File: src/rtl/zone_light_controller.sv
// zone_light_controller
// Multi-zone interior light controller. A shared ambient luminance sensor feeds
// a hysteretic dark/bright decision; every zone runs its own occupancy FSM with
// a hold-off timer and a manual force-on. Lamp enables are decoded straight
// from the state registers, so they are glitch-free and fall as soon as the
// asynchronous reset asserts.
module zone_light_controller #(
  parameter int unsigned      N_ZONES     = 4,
  parameter int unsigned      LUM_W       = 8,
  parameter logic [LUM_W-1:0] DARK_ON     = 8'h20,
  parameter logic [LUM_W-1:0] DARK_OFF    = 8'h30,
  parameter int unsigned      HOLD_CYCLES = 16
) (
  input  logic                 clk,
  input  logic                 reset,
  input  logic [LUM_W-1:0]     lum_sen,
  input  logic [N_ZONES-1:0]   motion_sen,
  input  logic [N_ZONES-1:0]   ir_sen,
  input  logic [N_ZONES-1:0]   manual,
  output logic [N_ZONES-1:0]   int_light,
  output logic                 dark,
  output logic [2*N_ZONES-1:0] zone_state
);

  localparam int unsigned      CNT_W     = $clog2(HOLD_CYCLES + 1);
  localparam logic [CNT_W-1:0] HOLD_LOAD = CNT_W'(HOLD_CYCLES - 1);

  typedef enum logic [1:0] {
    ST_OFF    = 2'b00,
    ST_ON     = 2'b01,
    ST_HOLD   = 2'b10,
    ST_MANUAL = 2'b11
  } zone_st_t;

  // Registered input stage
  logic [LUM_W-1:0]   r_lum_q;
  logic [N_ZONES-1:0] r_pres_q;
  logic [N_ZONES-1:0] r_man_q;

  // Shared dark flag
  logic r_dark;

  // Per-zone FSM state and hold-off counters
  zone_st_t         r_state   [N_ZONES];
  logic [CNT_W-1:0] r_cnt     [N_ZONES];
  zone_st_t         w_state_nx[N_ZONES];
  logic [CNT_W-1:0] w_cnt_nx  [N_ZONES];

  // Sample sensors and manual switches; motion and IR merge into one presence bit.
  always_ff @(posedge clk or negedge reset) begin
    if (!reset) begin
      r_lum_q  <= '0;
      r_pres_q <= '0;
      r_man_q  <= '0;
    end else begin
      r_lum_q  <= lum_sen;
      r_pres_q <= motion_sen | ir_sen;
      r_man_q  <= manual;
    end
  end

  // Hysteretic dark decision on the registered luminance; the band between the
  // thresholds (inclusive of both) holds the previous value.
  always_ff @(posedge clk or negedge reset) begin
    if (!reset) begin
      r_dark <= 1'b0;
    end else if (r_lum_q < DARK_ON) begin
      r_dark <= 1'b1;
    end else if (r_lum_q > DARK_OFF) begin
      r_dark <= 1'b0;
    end
  end

  // Zone state and counter registers.
  always_ff @(posedge clk or negedge reset) begin
    if (!reset) begin
      for (int unsigned i = 0; i < N_ZONES; i++) begin
        r_state[i] <= ST_OFF;
        r_cnt[i]   <= '0;
      end
    end else begin
      for (int unsigned i = 0; i < N_ZONES; i++) begin
        r_state[i] <= w_state_nx[i];
        r_cnt[i]   <= w_cnt_nx[i];
      end
    end
  end

  // Next-state logic per zone; manual first, then loss of darkness, then
  // presence, then the hold-off timer.
  always_comb begin
    for (int unsigned i = 0; i < N_ZONES; i++) begin
      w_state_nx[i] = r_state[i];
      w_cnt_nx[i]   = r_cnt[i];
      unique case (r_state[i])
        ST_OFF: begin
          if (r_man_q[i]) begin
            w_state_nx[i] = ST_MANUAL;
          end else if (r_pres_q[i] && r_dark) begin
            w_state_nx[i] = ST_ON;
          end
        end
        ST_ON: begin
          if (r_man_q[i]) begin
            w_state_nx[i] = ST_MANUAL;
          end else if (!r_dark) begin
            w_state_nx[i] = ST_OFF;
          end else if (!r_pres_q[i]) begin
            w_state_nx[i] = ST_HOLD;
            w_cnt_nx[i]   = HOLD_LOAD;
          end
        end
        ST_HOLD: begin
          if (r_man_q[i]) begin
            w_state_nx[i] = ST_MANUAL;
          end else if (!r_dark) begin
            w_state_nx[i] = ST_OFF;
          end else if (r_pres_q[i]) begin
            w_state_nx[i] = ST_ON;
          end else if (r_cnt[i] == '0) begin
            w_state_nx[i] = ST_OFF;
          end else begin
            w_cnt_nx[i] = r_cnt[i] - 1'b1;
          end
        end
        ST_MANUAL: begin
          if (!r_man_q[i]) begin
            w_state_nx[i] = ST_OFF;
          end
        end
        default: begin
          w_state_nx[i] = ST_OFF;
        end
      endcase
    end
  end

  // Output decode straight from registers.
  always_comb begin
    int_light  = '0;
    zone_state = '0;
    for (int unsigned i = 0; i < N_ZONES; i++) begin
      int_light[i]         = (r_state[i] != ST_OFF);
      zone_state[2*i +: 2] = r_state[i];
    end
  end

  assign dark = r_dark;

endmodule

File: config.mk
export PLATFORM = sky130hd
export DESIGN_NAME = zone_light_controller
export DESIGN_NICKNAME = d
export VERILOG_FILES = /design/src/rtl/zone_light_controller.sv
export SDC_FILE = /design/constraint.sdc
export NUM_CORES = 1
export LEC_CHECK = 0
export ABC_AREA = 1
export ABC_CLOCK_PERIOD_IN_PS = 3570
export CORE_MARGIN = 5
export CORE_UTILIZATION = 42
export DETAILED_ROUTE_END_ITERATION = 6
export GPL_TIMING_DRIVEN = 0
export SYNTH_ARGS = -nofsm -noshare
export SYNTH_HDL_FRONTEND = slang
export SYNTH_SLANG_ARGS = --single-unit
File: constraint.sdc
create_clock -name clk -period 3.57 [get_ports clk]
set_clock_uncertainty 0.1 [all_clocks]
set_input_delay 0.714 -clock clk [delete_from_list [all_inputs] [get_ports clk]]
set_output_delay 0.714 -clock clk [all_outputs]
set_load 0.03 [all_outputs]
==> run_results.csv <==
group,metric,value,unit
timing,setup_viol,0,
detailed_routing,drc,0,
worst_setup_path,critPathTopFamily,"buffers and inverters",
power,power_frac_seq,0.349,
detailed_routing,routed-wl-met2,2301,microns
detailed_routing,postRouteAntennaNets,0,
final_layout,nets,368,
yosys,synth_cells,300,
power,powerDensity,767.7,nW/um^2
yosys,synth_top_area_share,0.4507,
yosys,ys.flop_type,"dfrtp_1",
floorplanning,initial_core_util,0.4271,
worst_setup_path,start_kind,"flop",
floorplanning,design.core.area,5851,sq um
run,drv_cap,0,
global_route,antenna_found_initial,0,
run_status,status,"finished, final reports clean",
floorplanning,fp.dieW,87.13,microns
yosys,synth_fp_nets,326,
worst_setup_path,critical_path_required,2.76,ns
clocking,cts_buffers,5,
detailed_routing,wl_met3,289,microns
worst_setup_path,cpPeakStageDelay,0.68,ns
yosys,synth.yosys.warnings,0,
timing,whs,0.1560,ns
worst_setup_path,worst_path_max_delay_cell,"clkdlybuf4s50_1",
place,dp_hpwl,3730,microns
worst_setup_path,regToRegSetupSlack,2.14,ns
floorplanning,die_height,87.13,microns
clocking,cts_tree,"done",
power,power_switching,1.035,mW
yosys,netlist_top_cells_area,"dfrtp_1 45%, nand2_1 13%, nand3_1 5.8%",
worst_setup_path,worstPathCellList,"inv_2 > nand2_1 > clkdlybuf4s50_1",
power,switching_share,0.4394,
clocking,clkTransAtPathRegs,0.09,ns
yosys,syn_area_per_cell,8.329,sq um
clocking,insertion_delay,0.30,ns
yosys,synth-seq-area-share,0.4507,
timing,hold_viol_final,0,
power,internal-power,1.320,mW
yosys,ys_seq_elements,45,
final_layout,post_route_cells_drive_above_1_share,0.1953,
worst_setup_path,cp_max_fo,5,
detailed_routing,dr.pass1.iters,4,
worst_setup_path,cp_data_arrival_time,1.68,ns
global_route,overflow,0,
floorplanning,die_area,7592,sq um
yosys,synth_edf_count,0,
yosys,ys_types,27,
detailed_routing,vias_per_cell,4.978,
clocking,h-tree-depth,2,
place,io_buffers,34,
worst_hold_path,min_path_type,"in2async",
yosys,synthTopCellsByCount,"85 x nand2_1, 45 x dfrtp_1, 29 x inv_1, 29 x nand3_1, 16 x nor2_1",
power,power.total,2.355,mW
final_layout,post-route-util,0.5244,
timing,finalSetupTns,0,ns
floorplanning,pin_count,35,
detailed_routing,drt-total-wl,4984,microns
detailed_routing,highest_layer,"met4",
clocking,ctsHoldBuffers,0,
global_route,grt_pass1_vias,2042,
power,power_frac_clock,0.172,
clocking,post-cts-setup-buffers,0,
clocking,cts_sinks,45,
global_route,grt_pass1_wl,9052,microns
clocking,cts_resized,0,
yosys,yosys.cell_count.top_type,"nand2_1",
place,finalWeightedCongestion,0.8575,
final_layout,area_growth,22.78,%
timing,min_period,2.498,ns
clocking,root_buffer,"clkbuf_8",
global_route,grtUsageTotal,0.1498,
worst_setup_path,timing_worst_setup_path_type,"reg2out",
timing,worst_pin_slew,0.3187,ns
worst_setup_path,end_kind,"output port",
timing,rsz0062_at_grt,"no",
clocking,clockBufferDepth,2,
power,combPwrFrac,0.479,
power,power.leakage,1.421,nW
floorplanning,rows,28,
power,ir_drop,378.5,uV
worst_setup_path,worstPathBufferInverterCount,2,
detailed_routing,wl_per_cell,11.92,microns
timing,slew_headroom,0.7868,
final_layout,diodes,0,
yosys,netlist_area,2499,sq um
yosys,ys_async_sr_fraction,1.000,
timing,slew_viol_final,0,
detailed_routing,via_count,2081,
detailed_routing,wirelength_met1,2299,microns
timing,fin_crit_sh,0.6997,
detailed_routing,drt_iter0_drc,68,
timing,max_freq,400.3,MHz
global_route,grt_max_degree,38,
yosys,synth.largest_area_cell,"dfrtp_1",
-- final timing paths --
| kind | startpoint | end | cells past startpoint |
|---|---|---|---|
| max in group asynchronous | reset | r_cnt[0] | 2 |
| hold / removal | reset | r_cnt[9] | 1 |
| hold reg to reg | r_lum_q[7] | dark | 1 |
| min in group clk | r_lum_q[7] | dark | 1 |
| setup reg to reg | r_cnt[15] | r_cnt[19] | 8 |
| setup / recovery | zone_state[0] | int_light[0] | 3 |
-- cell usage in the layout (no fill, tap or decap), types with 2 or more instances in the layout --
cell type        Yosys  layout
clkbuf_8             0       6
clkdlybuf4s50_1      0      33
dfrtp_1             45      45
ha_1                 4       4
inv_1               29      29
inv_2                9       9
nand2_1             85      85
nand2_2              7       7
nand2_4              3       3
nand3_1             29      29
nand3_2              2       2
nand4_1             13      13
nand4_2              3       3
nand4_4              3       3
nor2_1              16      16
nor2_2               6       6
nor2_4               7       7
nor3_2               3       3
o21ai_0              8       8
o21ai_1             12      12
or2_2                8       8
-- metrics by stage --
stage | cells | cell area (sq um) | setup WS [ns]
floorplan | 300 | 2499 | 1.771
global placement | 409 | 2933 | 0.3970
CTS | 418 | 3068 | 1.030
global route | 418 | 3068 | 0.9384
finish | 418 | 3068 | 1.072
detailed placement | 410 | 2948 | 1.378
-- state kept, by name, indices dropped and copies added (netlist names) --
name	cells
zone_state	8
r_cnt	20
dark	1
r_pres_q	4
r_lum_q	8
r_man_q	4
-- area by class of cell --
| cell class | count | area (sq um) |
|---|---|---|
| Clock buffer | 6 | 82.58 |
| Buffer | 1 | 7.507 |
| Sequential cell | 45 | 1126 |
| Multi-Input combinational cell | 215 | 1214 |
| Timing Repair Buffer | 35 | 355.3 |
| Clock inverter | 2 | 37.54 |
| Fill cell | 554 | 2783 |
| Tap cell | 75 | 93.84 |
| Inverter | 39 | 151.4 |
-- per-layer routing --
layer | up-vias | track usage
met3 | 8 | 0.04163
li1 | 1068 | -
met4 | 0 | 0.05858
met1 | 950 | 0.1878
met5 | - | 0
met2 | 55 | 0.2443
-- kinds of logic (layout without fill, tap and decap cells) --
kind of cell,Yosys count,after routing,synth area share
simple gates,186,186,0.4071
buf+inv,40,83,0.06359
flops,45,45,0.4507
compound gates,25,25,0.05859
fa+ha+maj,4,4,0.02003
-- power groups by stage --
stage | registers (mW) | logic, mW | clock network (mW)
CTS | 0.823 | 1.14 | 0.422
floorplan | 0.885 | 0.753 | 0
finish | 0.821 | 1.13 | 0.406
detailed placement | 0.831 | 1.14 | 0
global placement | 0.828 | 1.11 | 0
global route | 0.847 | 1.28 | 0.444
(Power assumes the default switching activity.)
